### src/rtl/scan_dump_pkg.sv
// Shared types and constants for the scan-chain dump arbiter.
package scan_dump_pkg;

    typedef enum logic [2:0] {
        IDLE = 3'd0,
        HDR  = 3'd1,
        DATA = 3'd2,
        GAP  = 3'd3,
        TRL  = 3'd4
    } state_t;

    localparam logic [3:0] HDR_TAG_DEF = 4'hA;
    localparam int         CNT_W       = 16;
    localparam int         IDX_W       = 4;

    // Round-robin pointer successor: one past the last grant, wrapping at nch-1.
    function automatic logic [IDX_W-1:0] rr_next(input logic [IDX_W-1:0] g, input int nch);
        return (int'(g) == (nch - 1)) ? {IDX_W{1'b0}} : (g + 4'd1);
    endfunction

endpackage

### src/rtl/scan_dump_arbiter_rr.sv
// Combinational round-robin picker: first requesting channel at or above ptr, wrapping.
module rr_arbiter
    import scan_dump_pkg::*;
#(
    parameter int NCH = 8
) (
    input  logic [NCH-1:0]   req,
    input  logic [IDX_W-1:0] ptr,
    output logic [NCH-1:0]   grant,
    output logic [IDX_W-1:0] idx,
    output logic             any
);

    logic hit_s;

    // Scan offsets from ptr upward; the first requesting channel wins.
    always_comb begin
        grant = {NCH{1'b0}};
        idx   = {IDX_W{1'b0}};
        any   = 1'b0;
        hit_s = 1'b0;
        for (int i = 0; i < NCH; i++) begin
            for (int k = 0; k < NCH; k++) begin
                hit_s    = !any && req[k] && (k == ((int'(ptr) + i) % NCH));
                grant[k] = grant[k] | hit_s;
                idx      = hit_s ? IDX_W'(k) : idx;
                any      = any | hit_s;
            end
        end
    end

endmodule

### src/rtl/scan_dump_arbiter.sv
// Shares one byte-wide serial transmitter between NCH scan dump channels.
// Each grant produces one frame: header {HDR_TAG, id}, the channel's bytes, trailer = byte count.
module scan_dump_arbiter
    import scan_dump_pkg::*;
#(
    parameter int         NCH     = 8,
    parameter logic [3:0] HDR_TAG = HDR_TAG_DEF
) (
    input  logic             clk,
    input  logic             rst_n,
    input  logic [NCH-1:0]   ch_req,
    input  logic [8*NCH-1:0] ch_data,
    input  logic [NCH-1:0]   ch_vld,
    input  logic [NCH-1:0]   ch_done,
    input  logic             serial_busy,
    output logic             c_en,
    output logic [NCH-1:0]   dump_en,
    output logic [NCH-1:0]   ch_ack,
    output logic             serial_en,
    output logic [7:0]       serial_tx
);

    state_t             state_r, state_s;
    state_t             ret_r, ret_s;
    logic [IDX_W-1:0]   g_r, g_s;
    logic [IDX_W-1:0]   rr_r, rr_s;
    logic [CNT_W-1:0]   cnt_r, cnt_s;
    logic               c_en_r, c_en_s;
    logic [NCH-1:0]     dump_en_r, dump_en_s;
    logic [NCH-1:0]     ch_ack_r, ch_ack_s;
    logic               serial_en_r, serial_en_s;
    logic [7:0]         serial_tx_r, serial_tx_s;

    logic [NCH-1:0]     arb_grant_s;
    logic [IDX_W-1:0]   arb_idx_s;
    logic               arb_any_s;

    logic [7:0]         sel_data_s;
    logic               sel_vld_s;
    logic               sel_done_s;
    logic               sel_hit_s;

    rr_arbiter #(.NCH(NCH)) u_rr (
        .req   (ch_req),
        .ptr   (rr_r),
        .grant (arb_grant_s),
        .idx   (arb_idx_s),
        .any   (arb_any_s)
    );

    // Route the granted channel's data, valid and done onto a single lane.
    always_comb begin
        sel_data_s = 8'h00;
        sel_vld_s  = 1'b0;
        sel_done_s = 1'b0;
        sel_hit_s  = 1'b0;
        for (int i = 0; i < NCH; i++) begin
            sel_hit_s  = (g_r == IDX_W'(i));
            sel_data_s = sel_hit_s ? ch_data[8*i +: 8] : sel_data_s;
            sel_vld_s  = sel_hit_s ? ch_vld[i]         : sel_vld_s;
            sel_done_s = sel_hit_s ? ch_done[i]        : sel_done_s;
        end
    end

    // Frame sequencer: next state and next values of every registered output.
    always_comb begin
        state_s     = state_r;
        ret_s       = ret_r;
        g_s         = g_r;
        rr_s        = rr_r;
        cnt_s       = cnt_r;
        c_en_s      = c_en_r;
        dump_en_s   = dump_en_r;
        ch_ack_s    = {NCH{1'b0}};
        serial_en_s = 1'b0;
        serial_tx_s = serial_tx_r;
        case (state_r)
            IDLE: begin
                if (arb_any_s) begin
                    g_s       = arb_idx_s;
                    dump_en_s = arb_grant_s;
                    c_en_s    = 1'b0;
                    state_s   = HDR;
                end else begin
                    c_en_s    = 1'b1;
                end
            end
            HDR: begin
                if (!serial_busy) begin
                    serial_en_s = 1'b1;
                    serial_tx_s = {HDR_TAG, g_r};
                    ret_s       = DATA;
                    state_s     = GAP;
                end else begin
                    state_s     = HDR;
                end
            end
            DATA: begin
                // A valid byte always goes out before done is looked at.
                if (!serial_busy && sel_vld_s) begin
                    serial_en_s = 1'b1;
                    serial_tx_s = sel_data_s;
                    ch_ack_s    = dump_en_r;
                    cnt_s       = cnt_r + 16'd1;
                    ret_s       = DATA;
                    state_s     = GAP;
                end else if (sel_done_s && !sel_vld_s) begin
                    state_s     = TRL;
                end else begin
                    state_s     = DATA;
                end
            end
            TRL: begin
                if (!serial_busy) begin
                    serial_en_s = 1'b1;
                    serial_tx_s = cnt_r[7:0];
                    ret_s       = IDLE;
                    state_s     = GAP;
                end else begin
                    state_s     = TRL;
                end
            end
            GAP: begin
                // One quiet cycle so the transmitter can raise busy.
                state_s = ret_r;
                if (ret_r == IDLE) begin
                    dump_en_s = {NCH{1'b0}};
                    c_en_s    = 1'b1;
                    cnt_s     = {CNT_W{1'b0}};
                    rr_s      = rr_next(g_r, NCH);
                end else begin
                    dump_en_s = dump_en_r;
                end
            end
            default: begin
                state_s   = IDLE;
                ret_s     = IDLE;
                dump_en_s = {NCH{1'b0}};
                c_en_s    = 1'b1;
                cnt_s     = {CNT_W{1'b0}};
            end
        endcase
    end

    // State and output registers; reset aborts any frame in flight.
    always_ff @(posedge clk or negedge rst_n) begin
        if (!rst_n) begin
            state_r     <= IDLE;
            ret_r       <= IDLE;
            g_r         <= {IDX_W{1'b0}};
            rr_r        <= {IDX_W{1'b0}};
            cnt_r       <= {CNT_W{1'b0}};
            c_en_r      <= 1'b1;
            dump_en_r   <= {NCH{1'b0}};
            ch_ack_r    <= {NCH{1'b0}};
            serial_en_r <= 1'b0;
            serial_tx_r <= 8'h00;
        end else begin
            state_r     <= state_s;
            ret_r       <= ret_s;
            g_r         <= g_s;
            rr_r        <= rr_s;
            cnt_r       <= cnt_s;
            c_en_r      <= c_en_s;
            dump_en_r   <= dump_en_s;
            ch_ack_r    <= ch_ack_s;
            serial_en_r <= serial_en_s;
            serial_tx_r <= serial_tx_s;
        end
    end

    assign c_en      = c_en_r;
    assign dump_en   = dump_en_r;
    assign ch_ack    = ch_ack_r;
    assign serial_en = serial_en_r;
    assign serial_tx = serial_tx_r;

endmodule

### config.mk
export PLATFORM = sky130hd
export DESIGN_NAME = scan_dump_arbiter
export DESIGN_NICKNAME = d
export VERILOG_FILES = /design/src/rtl/scan_dump_pkg.sv /design/src/rtl/scan_dump_arbiter_rr.sv /design/src/rtl/scan_dump_arbiter.sv
export SDC_FILE = /design/constraint.sdc
export NUM_CORES = 1
export LEC_CHECK = 0
export CORE_UTILIZATION = 40
export DETAILED_ROUTE_END_ITERATION = 12
export PLACE_DENSITY = 0.72
export SYNTH_ARGS = -nofsm -noshare
export SYNTH_HDL_FRONTEND = slang
export SYNTH_SLANG_ARGS = --single-unit
### constraint.sdc
create_clock -name clk -period 3.3 [get_ports clk]
set_clock_uncertainty 0.15 [all_clocks]
set_input_delay 0.33 -clock clk [delete_from_list [all_inputs] [get_ports clk]]
set_output_delay 0.33 -clock clk [all_outputs]
set_load 0.01 [all_outputs]
==> results of run 1 <==
-- cells by family (layout without fill, tap and decap cells) --
group	after synthesis	count (layout)	synth area share
DFF	44	44	0.267
buffers and inverters	48	186	0.0511
and+or+nand+nor	189	189	0.242
AOI/OAI and AO/OA	193	193	0.344
muxes	22	22	0.0617
adders and majority gates	10	10	0.0303
xor gates and xnor gates	2	2	0.00424
-- worst min-delay path by stage --
stage                      start            to  slack [ns]  cells after the start
floorplan                  rst_n     ch_ack[0]       -0.12                      0
global placement    serial_tx[4]  serial_tx[4]        0.34                      1
detailed placement  serial_tx[5]  serial_tx[5]        0.35                      1
CTS                        rst_n     ch_ack[4]        0.06                      1
global route               rst_n  serial_tx[6]        0.10                      1
finish                     rst_n  serial_tx[6]        0.03                      1
-- state kept, by name (all words and copies together), names as in the netlist, 3 cells and up --
signal and flops:
cnt_r 8, serial_tx 8, g_r 3, ch_ack 8, rr_r 3, state_r 3, dump_en 8
-- cell type report --
type	instances	area [µm²]
repair buffers	162	1530
clock inverters	2	15.0
well taps	133	166
fillers	936	4100
clock buffers	6	82.6
multi-input cells	416	2850
inverters	16	61.3
flip-flops and latches	44	1100
-- worst reg2reg max path: stages, from the launching register on --
cell	delay (ns)
sky130_fd_sc_hd__dfrtp_1	0.42
sky130_fd_sc_hd__nand2_1	0.11
sky130_fd_sc_hd__inv_2	0.10
sky130_fd_sc_hd__ha_4	0.32
sky130_fd_sc_hd__inv_2	0.10
sky130_fd_sc_hd__and3_1	0.26
sky130_fd_sc_hd__buf_4	0.18
sky130_fd_sc_hd__a2111oi_0	0.54
sky130_fd_sc_hd__nand2_1	0.11
sky130_fd_sc_hd__o211ai_1	0.20
sky130_fd_sc_hd__o21ai_0	0.25
sky130_fd_sc_hd__a41oi_1	0.26
-- placed cells by master, fill, tap and decap left out, types with 6 or more instances in the layout --
master,count
sky130_fd_sc_hd__a211oi_1,6
sky130_fd_sc_hd__a21oi_1,21
sky130_fd_sc_hd__a221o_1,6
sky130_fd_sc_hd__a22oi_1,20
sky130_fd_sc_hd__and2_1,14
sky130_fd_sc_hd__buf_4,44
sky130_fd_sc_hd__clkbuf_8,6
sky130_fd_sc_hd__clkdlybuf4s50_1,115
sky130_fd_sc_hd__dfrtp_1,43
sky130_fd_sc_hd__ha_1,8
sky130_fd_sc_hd__inv_1,13
sky130_fd_sc_hd__mux2_2,12
sky130_fd_sc_hd__mux2i_1,7
sky130_fd_sc_hd__nand2_1,47
sky130_fd_sc_hd__nand2b_1,12
sky130_fd_sc_hd__nand3_1,18
sky130_fd_sc_hd__nor2_1,37
sky130_fd_sc_hd__nor2b_1,11
sky130_fd_sc_hd__nor3_1,11
sky130_fd_sc_hd__o211ai_1,7
sky130_fd_sc_hd__o21ai_0,45
sky130_fd_sc_hd__o22ai_1,13
-- through the flow --
step | total power (W) | instances | hold slack (ns) | area (µm²)
6_report | 0.00554 | 779 | 0.0309 | 5810
5_1_grt | 0.00589 | 779 | 0.100 | 5810
4_1_cts | 0.00544 | 777 | 0.0593 | 5790
3_5_place_dp | 0.00507 | 769 | 0.349 | 5690
3_3_place_gp | 0.00506 | 769 | 0.343 | 5690
2_1_floorplan | 0.00352 | 508 | -0.116 | 4170
-- power by group through the flow --
stage          Combinational [W]  Sequential, W  Clock (W)
2_1_floorplan            0.00263       0.000881          0
3_3_place_gp             0.00415       0.000911          0
3_5_place_dp             0.00416       0.000915          0
4_1_cts                  0.00417       0.000907   0.000364
5_1_grt                  0.00458       0.000935   0.000383
6_report                 0.00427       0.000909   0.000359
-- per-layer routing --
metal,vias to the layer above,GRT usage
li1,2238,-
met2,193,0.569
met3,55,0.0296
met1,2292,0.348
met4,0,0.161
met5,-,0
-- repair_timing --
item	4_1_cts	5_1_grt
setup endpoints to repair	0	5
gates resized for setup	0	1
buffers inserted	0	2
hold endpoints to repair	0	0
==> results.md, run 1 <==
- The number of failing setup endpoints in the final timing report is 0.
- The number of clock sinks seen by CTS is 44.
- The worst setup path endpoint is g_r[1].
- Measured along the x axis, the die boundary spans 104 µm.
- The highest clock rate is about 320 MHz.
- The number of buffer and inverter stages on the critical path is 3.
- The combinational cell fraction of total power is 0.771.
- The net total in the final layout is 746.
- The signal on the critical path passes through nand2_1, inv_2, ha_4, inv_2, and3_1, buf_4, a2111oi_0, nand2_1, o211ai_1, o21ai_0, a41oi_1.
- The first detailed-routing pass took 5 iterations.
- The maximum fanout count along the critical path is 7.
- Clock-pin slew was measured on the worst setup and hold paths at 0.08 ns.
- The share of synthesized area occupied by flip-flops and latches is 0.267.
- In this run, CTS created clock tree buffers numbering 5.
- The share of total power dissipated in sequential elements is 0.164.
- The mean area per synthesized cell is a little over 8 µm².
- For this design the static power due to leakage is ~2.2 nW.
- The number of warnings reported in the yosys synthesis log is 0.
- The number of routed nets with antenna violations is 0.
- The path class of the tightest hold or removal check is in -> async.
- The power spent charging and discharging nets is 0.00287 W.
- For this run the aggregate overflow at the end of global routing stands at 0.
- The wire length of the first global-routing pass is 26300 µm.
- The total standard cell area after synthesis is 4140 µm².
- The number of levels the H-tree was split into is 2.
- The starting DRC count in detailed routing is 316.
- In this run, post-CTS hold repair placed 0 buffers.
- The cell count after synthesis came out at 508.
- The endpoint arrival time on the critical path is around 3.1 ns.
- The die covers around 11000 µm².
- The commonest register cell after synthesis is sky130_fd_sc_hd__dfrtp_1.
- The largest single stage delay on the critical path is 0.54 ns.
- The core box area is about 10000 µm².
- The final route contains ~4800 vias.
- 0 antenna diodes ended up in the layout.
- Entering global routing, the biggest net connects 45 pins.
- The category of the worst setup path launch point is a flip-flop.
- The sum of net half-perimeters after detailed placement is ~13000 µm.
- The share of the clock period used by the worst path after layout is 0.934.
- The fraction of layout instances using a drive strength above 1 is 0.142.
- The cell taking the most area after synthesis is sky130_fd_sc_hd__dfrtp_1.
- Among all cell types in the netlist, the one instantiated most often is sky130_fd_sc_hd__nand2_1.
- The routed design uses 758 µm of met3 wire.
- The critical register-to-register path endpoint is g_r[1].
- The max-slew violation total from the final report is 0.
- The slew at the pin with the worst max-slew slack is 0.959 ns.
- The async set-or-reset flop fraction in the synthesized netlist is 1.00.
- The routed design uses between 8000 and 9000 µm of met2 wire.
- After detailed routing, the average wire length per cell comes to approximately 22 µm.
- Across the VDD grid, the largest voltage drop is 0.501 mV.
- The count of endpoints failing hold in the final timing report is 0.
- In this run the register-to-register setup slack is 0.22 ns.
- The internal power is 0.00267 W.
- The final core utilization is 0.586.
- The net count after synthesis is 609.
- By count the netlist is led by 47 x sky130_fd_sc_hd__nand2_1, 45 x sky130_fd_sc_hd__o21ai_0, 43 x sky130_fd_sc_hd__dfrtp_1, 37 x sky130_fd_sc_hd__nor2_1, 21 x sky130_fd_sc_hd__a21oi_1.
- The worst slew margin relative to its limit is 0.361.
- Counting I/O delays and the setup requirement, the final critical path takes between 3 and 4 ns.
- Counting distinct cell types in the post-synthesis netlist gives 74.
- The routability congestion estimate from global placement is just under 1.
- The worst setup path startpoint is rr_r[0].
- The kind of capture point of the worst setup path is a flip-flop.
- The data required time at the worst endpoint is approximately 3.4 ns.
- The beginning of the worst register-to-register path is rr_r[0].
- In this design, the largest share of critical-path delay is due to compound AO/OA/AOI/OAI gates.
- The cell area power density is 954 nW/µm².
- Of the post-synthesis cell area, the dominant cell type holds 0.260.
- The area growth from synthesis to layout is 40.4%.
- The effective utilization at floorplan is 0.417.
- The least setup slack across all paths after layout is about 0.22 ns.
- The setup slack at placement is 0.0659 ns.
- Using the TritonRoute via totals, the vias-per-cell ratio works out to 6.13.
- The type of the worst setup path is reg -> reg.
- The via count of the first global-routing pass is 4801.
- The number of cells on the worst reg-to-reg path is 11.
- The number of register bits inferred by synthesis is 44.
- Setup total negative slack on the finished layout was measured at 0 ns.
- The worst-case clock buffer depth is 2.
- The flow ran to the end, and the final reports show no timing, DRC or antenna violations.
- The global routing usage summed across all routing layers is 0.307.
- The number of placement rows is 36.
- The number of cells on the critical path is 11.
- The clock reaches the later pin of the worst-skew pair after ~0.30 ns.
- In this run the tool buffered the top-level ports with 116 buffer cells.
- By area the synthesized netlist is led by sky130_fd_sc_hd__dfrtp_1 26%, sky130_fd_sc_hd__o21ai_0 5.4%, sky130_fd_sc_hd__nand2_1 4.3%.
- For this design the top-level I/O count stands at 117.
- Setup repair after global routing left no endpoint under its margin.
- For this run, design rule violations remaining after detail routing come to 0.
- The uppermost layer routed is met4.
- The relative contribution of the clock network to total power is 0.065.
- The routed wire length is 16800 µm.
- The number of enable-type register cells in the synthesized netlist is 0.
- The max capacitance violation total is 0.
- The die is between 100 and 150 µm tall.
- The number of antenna violations at the first check in global routing is 0.
- On the critical path, the stage with the largest delay is an instance of sky130_fd_sc_hd__a2111oi_0.
- The cell sitting at the root of the clock tree is a sky130_fd_sc_hd__clkbuf_8.
- The proportion of total power due to net switching is 0.518.
- The detailed router put a total of 6400 µm of wire on met1.
- The CTS tree is yes.
No activity file was read; power rests on OpenSTA's default activity.
==> run 2: changes to the inputs <==
Settings changed: CORE_UTILIZATION 40 to 44, PLACE_DENSITY 0.72 to 0.78.
==> run 2 against run 1 <==
  * Hold slack lost 0.0044 ns
  * Total power increased by 2.1%
  * Flip-flop and latch count unchanged
  * Clock-buffer cell count stayed put
  * Global-route usage rose by 1.6 points
  * First-iteration DRC count decreased by 27%
  * Utilization is 4.6 points higher
  * Register-to-register slack worse by 0.09 ns
  * Sequential power about the same
  * Clock power up 35%
  * Largest cell class unchanged
  * Largest power group unchanged
==> results.md, run 2 (synthesized netlist as in run 1, its figures left out) <==
- The flow ran to the end, and the final reports show no timing, DRC or antenna violations.
- The clock passes through at most 2 buffers.
- Counting the buffers created by CTS gives 5.
- After detailed routing, the number of remaining DRC violations is 0.
- The beginning of the worst register-to-register path is rr_r[0].
- The number of placement rows is 35.
- The cell area power density is 978 nW/µm².
- The category of the worst setup path launch point is a flip-flop.
- Before CTS, the worst setup slack after placement is -0.00211 ns.
- The full die area is 9790 µm².
- The relative contribution of sequential cells to total power is 0.160.
- Across the run, the number of max-cap violations was 0.
- Among all stages on the critical path, the largest delay is contributed by sky130_fd_sc_hd__a211oi_1.
- Along the worst path, the maximum fanout reaches 19.
- The number of routed nets with antenna violations is 0.
- The number of diodes added for antenna fixing is 0.
- The CTS tree is yes.
- Clock-pin slew was measured on the worst setup and hold paths at roughly 0.080 ns.
- The number of antenna violations at the first check in global routing is 0.
- The cts-stage hold buffer count is 0.
- The total iterations of the first detailed-routing run is 5.
- The routed design has between 15000 and 20000 µm of wire.
- The routability congestion estimate from global placement is between 0.9 and 1.
- The power spent charging and discharging nets is 0.00283 W.
- The internal power of the cells totals 0.00282 W.
- The clock reaches the later pin of the worst-skew pair after 0.30 ns.
- The type of the tightest min-delay check is in -> async.
- In this design, the stage delay of the slowest critical-path cell is 0.45 ns.
- Setup repair after global routing left no endpoint under its margin.
- From bottom edge to top edge, the die measures slightly below 100 µm.
- The effective utilization at floorplan is 0.452.
- Grouping stages by cell kind, the critical path spends the most delay in compound AO/OA/AOI/OAI gates.
- The total area of sequential cells is 1100 µm².
- For this design, the sink count on the clock tree is 44.
- The shortest clock period the worst path allows after layout is around 3.2 ns.
- The number of failing setup endpoints in the final timing report is 0.
- STA puts the critical path data arrival time at 3.21 ns.
- Of the total power, the share spent switching nets is 0.501.
- The fraction of layout instances using a drive strength above 1 is 0.135.
- The net total in the final layout is 739.
- The reported leakage power is approximately 2.2 nW.
- After layout, the worst setup slack is 0.130 ns.
- Walking the worst path, the cells encountered are nand2_1, inv_2, ha_4, a211oi_1, o221ai_2, nand4b_1, buf_4, o41ai_4, buf_12, nor2_1, a32o_1.
- By startpoint and endpoint, the worst setup path is classified as reg -> reg.
- The kind of capture point of the worst setup path is a flip-flop.
- Summing all multi-input logic gate instances after layout gives 2860 µm².
- The via count of the first global-routing pass is 4753.
- The final core utilization is 0.632.
- The die is 98.9 µm wide.
- The first global-routing pass estimated 24800 µm of wire.
- The average vias per placed instance is 6.46.
- The number of levels the H-tree was split into is 2.
- Counting cells, the worst reg-to-reg path comes to 11.
- In the layout the commonest cells are 115 x sky130_fd_sc_hd__clkdlybuf4s50_1, 47 x sky130_fd_sc_hd__nand2_1, 45 x sky130_fd_sc_hd__o21ai_0, 43 x sky130_fd_sc_hd__dfrtp_1, 37 x sky130_fd_sc_hd__nor2_1.
- Based on the critical path, the design can be clocked at up to 315 MHz.
- The maximum number of pins on one net before global-route repair is 45.
- The setup fix buffers added after clock tree synthesis is 0.
- In the final routed layout, each cell accounts on average for 21.1 µm.
- The routed layout has between 4000 and 5000 vias.
- The first routing iteration left 232 violations.
- The count of instances resized after the clock tree is built is 0.
- The count of endpoints failing hold in the final timing report was 0.
- Data on the critical path is required at its endpoint by 3.34 ns.
- At the pin with the least slew margin, the transition time is roughly 0.98 ns.
- In this run the register-to-register setup slack is 0.13 ns.
- The share of total power dissipated in the clock network is 0.085.
- The core region is 9150 µm².
- The root buffer cell is sky130_fd_sc_hd__clkbuf_8.
- The number of buffers and inverters on the critical path is 3.
- In this run the tightest slew margin relative to its limit is 0.347.
- The I/O pin total is 117.
- Of the available clock period, the critical path in the final layout requires 0.961.
- The sum of net half-perimeters after detailed placement is 12300 µm.
- The worst voltage drop across the vdd grid is approximately 0.43 mV.
- In this run the tool buffered the top-level ports with 116 buffer cells.
- The share of total power dissipated in combinational logic is 0.754.
- The max-slew violation total from the final report is 0.
- Leaving out fill and tap cells, the most frequent cell in the layout is sky130_fd_sc_hd__clkdlybuf4s50_1.
- Fill cells in the final layout number 790.
- The final hold slack is 0.0265 ns.
- The critical register-to-register path endpoint is dump_en[0].
- The aggregate global routing overflow is 0.
- For this run, the total global-route usage over all layers was measured as 0.324.
- From synthesis to final layout, the design area changed by 39.8%.
[run 2: power groups by stage]
| stage | Combinational, W | Sequential, W | Clock, W |
|---|---|---|---|
| floorplan | 0.00263 | 0.000881 | 0 |
| detailed placement | 0.00417 | 0.000913 | 0 |
| global route | 0.00457 | 0.000932 | 0.000513 |
| finish | 0.00427 | 0.000906 | 0.000483 |
| CTS | 0.00419 | 0.000900 | 0.000488 |
| global placement | 0.00416 | 0.000902 | 0 |
[run 2: worst max path at each step]
stage | from | to | slack, ns | cells past startpoint
2_1_floorplan | rr_r[0] | dump_en[0] | 0.006 | 14
3_3_place_gp | ch_req[2] | dump_en[0] | -0.06 | 10
3_5_place_dp | ch_req[2] | dump_en[0] | -0.002 | 10
4_1_cts | rr_r[0] | g_r[1] | 0.05 | 11
5_1_grt | rr_r[0] | g_r[0] | 0.0009 | 11
6_report | rr_r[0] | dump_en[0] | 0.13 | 11
[run 2: layer usage]
layer,part of all wire,up-vias,track usage,wire (µm)
met2,0.50,241,0.587,7940
li1,-,2229,-,-
met3,0.061,63,0.0461,968
met1,0.39,2312,0.366,6140
met5,0,-,0,0
met4,0.051,0,0.176,807
[run 2: final cells by class]
class	instances	area share
tap	111	0.0240
inverter	16	0.0106
sequential	44	0.191
timing repair buffer	155	0.257
clock buffer	6	0.0125
multi-input combinational	416	0.495
clock inverter	2	0.0104
[run 2: metrics by stage]
step / total power [W] / TNS [ns] / cell area (µm²) / cells
2_1_floorplan: 0.00352 / 0 / 4170 / 508
3_3_place_gp: 0.00507 / -0.136 / 5640 / 742
3_5_place_dp: 0.00508 / -0.00211 / 5640 / 742
4_1_cts: 0.00558 / 0 / 5770 / 750
5_1_grt: 0.00602 / 0 / 5780 / 750
6_report: 0.00566 / 0 / 5780 / 750
==> RTL edit: new RTL, flow settings as in run 1 <==
`NCH` is set to 8 in 2 places; all go to 10.
--- a/src/rtl/scan_dump_arbiter_rr.sv
+++ b/src/rtl/scan_dump_arbiter_rr.sv
@@ -2,7 +2,7 @@
 module rr_arbiter
     import scan_dump_pkg::*;
 #(
-    parameter int NCH = 8
+    parameter int NCH = 10
 ) (
     input  logic [NCH-1:0]   req,
     input  logic [IDX_W-1:0] ptr,
--- a/src/rtl/scan_dump_arbiter.sv
+++ b/src/rtl/scan_dump_arbiter.sv
@@ -3,7 +3,7 @@
 module scan_dump_arbiter
     import scan_dump_pkg::*;
 #(
-    parameter int         NCH     = 8,
+    parameter int         NCH     = 10,
     parameter logic [3:0] HDR_TAG = HDR_TAG_DEF
 ) (
     input  logic             clk,
Ports: changed (6 resized); port bits go from 117 to 143. The function was not compared with the original's and may differ.
==> RTL edit against run 1 <==
The run now ends with setup timing left. Die area increased by 130%. Largest cell class unchanged. Fmax decreased by 40%. Sequential cell count increased by 6. Final area increased to 2.7 times the old value. Critical path type unchanged. Wire length increased to 2.6 times the old value. Synthesized area increased by 130%. Non-clock buffer count increased by 435. Global-route usage increased by 3.6 points. Count of clock-buffer cells in the layout decreased by 1. Worst setup slack got worse by 2.1 ns.
Power is left out: the tool's default activity adds up to more than one toggle a clock period on the data nets, which glitch-free logic cannot reach.
==> RTL edit: results (changes against run 1) <==
status complete, but fails checks; failing checks setup timing; reg-to-reg endpoint g_r[0]; DRT Wirelength 43310 um (+160%); Reg2Reg Depth 23 (+12); Critical Path Fanout Max 8 (+1); multi-input combinational area share 54.80% (+5.7 points); Data arrival, critical path 5.20 ns (+2.06 ns); Clock-cell share 0.9958% (-0.68 points); First-pass DRT Iterations 7 (+2); Netlist cell types 121 (+64%); commonest cells in the netlist nor2_1 (129), nand2_1 (110), a21oi_1 (86), o21ai_0 (82), nand3_1 (51); bufs w/o clock 597 (+270%); crit path from rr_r[1]; first-pass GRT wire length 66890 um (+150%); Rel. slew slack 38.21% (+2.2 points); Non-clock inverters 49 (+33); crit path max-delay cell type or4b_4; CTS root buf clkbuf_16; share of cells above drive strength 1 36.60% (+22 points); setup total negative slack -27.15 ns (-27.15 ns); final worst setup slack -1.870 ns (-2.087 ns); Signal buf overhead 32.21% (+5.9 points); Port-buffer cells 142 (+22%); sequential cell area share 8.153% (-11 points); FF+latch count, synth 50 (+14%); Layout Nets 1986 (+170%); top cells by area, synth dfrtp_1 (13%), ha_1 (6.4%), nor2_1 (5.1%), a21oi_1 (4.5%), nand2_1 (4.3%); comb_multi_in 1121 (+170%); gr usage total 34.30% (+3.6 points); routed via count 12820 (+170%); final setup fails 16 (+16); Fill cells 2011 (+110%); initial DRC count 977 (+210%); register area share after synthesis 13.13% (-14 points); Detailed Place HPWL 34430 um (+160%); GP Congestion 1.018 (+3.7%)
[RTL edit: changes by cell type after synthesis, moves of 17 or more]
cell / delta
nor2_1: +92
a21oi_1: +65
nand2_1: +63
ha_1: +39
o21ai_0: +37
nand3_1: +33
inv_1: +30
nor3_1: +29
mux2i_1: +28
a31oi_1: +21
clkbuf_1: +19
nand2b_1: +17
[RTL edit: kinds of logic (layout without fill, tap and decap cells)]
| group | count (synthesis) | after routing | share of synthesized area, % |
|---|---|---|---|
| flops | 50 | 50 | 13.13 |
| simple gates | 544 | 544 | 30.39 |
| fa+ha+maj | 50 | 50 | 6.532 |
| compound gates | 443 | 443 | 33.28 |
| xor+xnor | 29 | 29 | 3.096 |
| buf+inv | 132 | 654 | 6.558 |
| mux | 55 | 55 | 7.017 |
[RTL edit: routing by layer]
metal | track usage [%] | wire length (um) | vias to the layer above
met1 | 39.65 | 16920 | 6091
met2 | 62.63 | 21120 | 571
met3 | 4.736 | 3149 | 140
met5 | 0 | 0 | -
li1 | - | - | 6018
met4 | 14.99 | 2121 | 0
[RTL edit: through the flow]
stage | utilization (%) | area, sq um | hold slack, ns | setup slack, ns | std cells
4_1_cts | 63.77 | 14920 | 0.04072 | -1.760 | 2130
2_1_floorplan | - | 9777 | -0.1156 | -1.662 | 1303
6_report | 66.04 | 15450 | 0.01634 | -1.870 | 2144
3_3_place_gp | 61.04 | 14280 | 0.3406 | -1.887 | 2103
5_1_grt | 66.04 | 15450 | 0.07684 | -2.017 | 2144
3_5_place_dp | 61.04 | 14280 | 0.3453 | -2.031 | 2103
[RTL edit: what timing repair did]
action,in CTS,in global routing
hold buffers,0,0
gates resized for setup,62,90
cloned,0,1
pin swaps,26,20
setup endpoints to repair,16,18
setup buffers,20,16
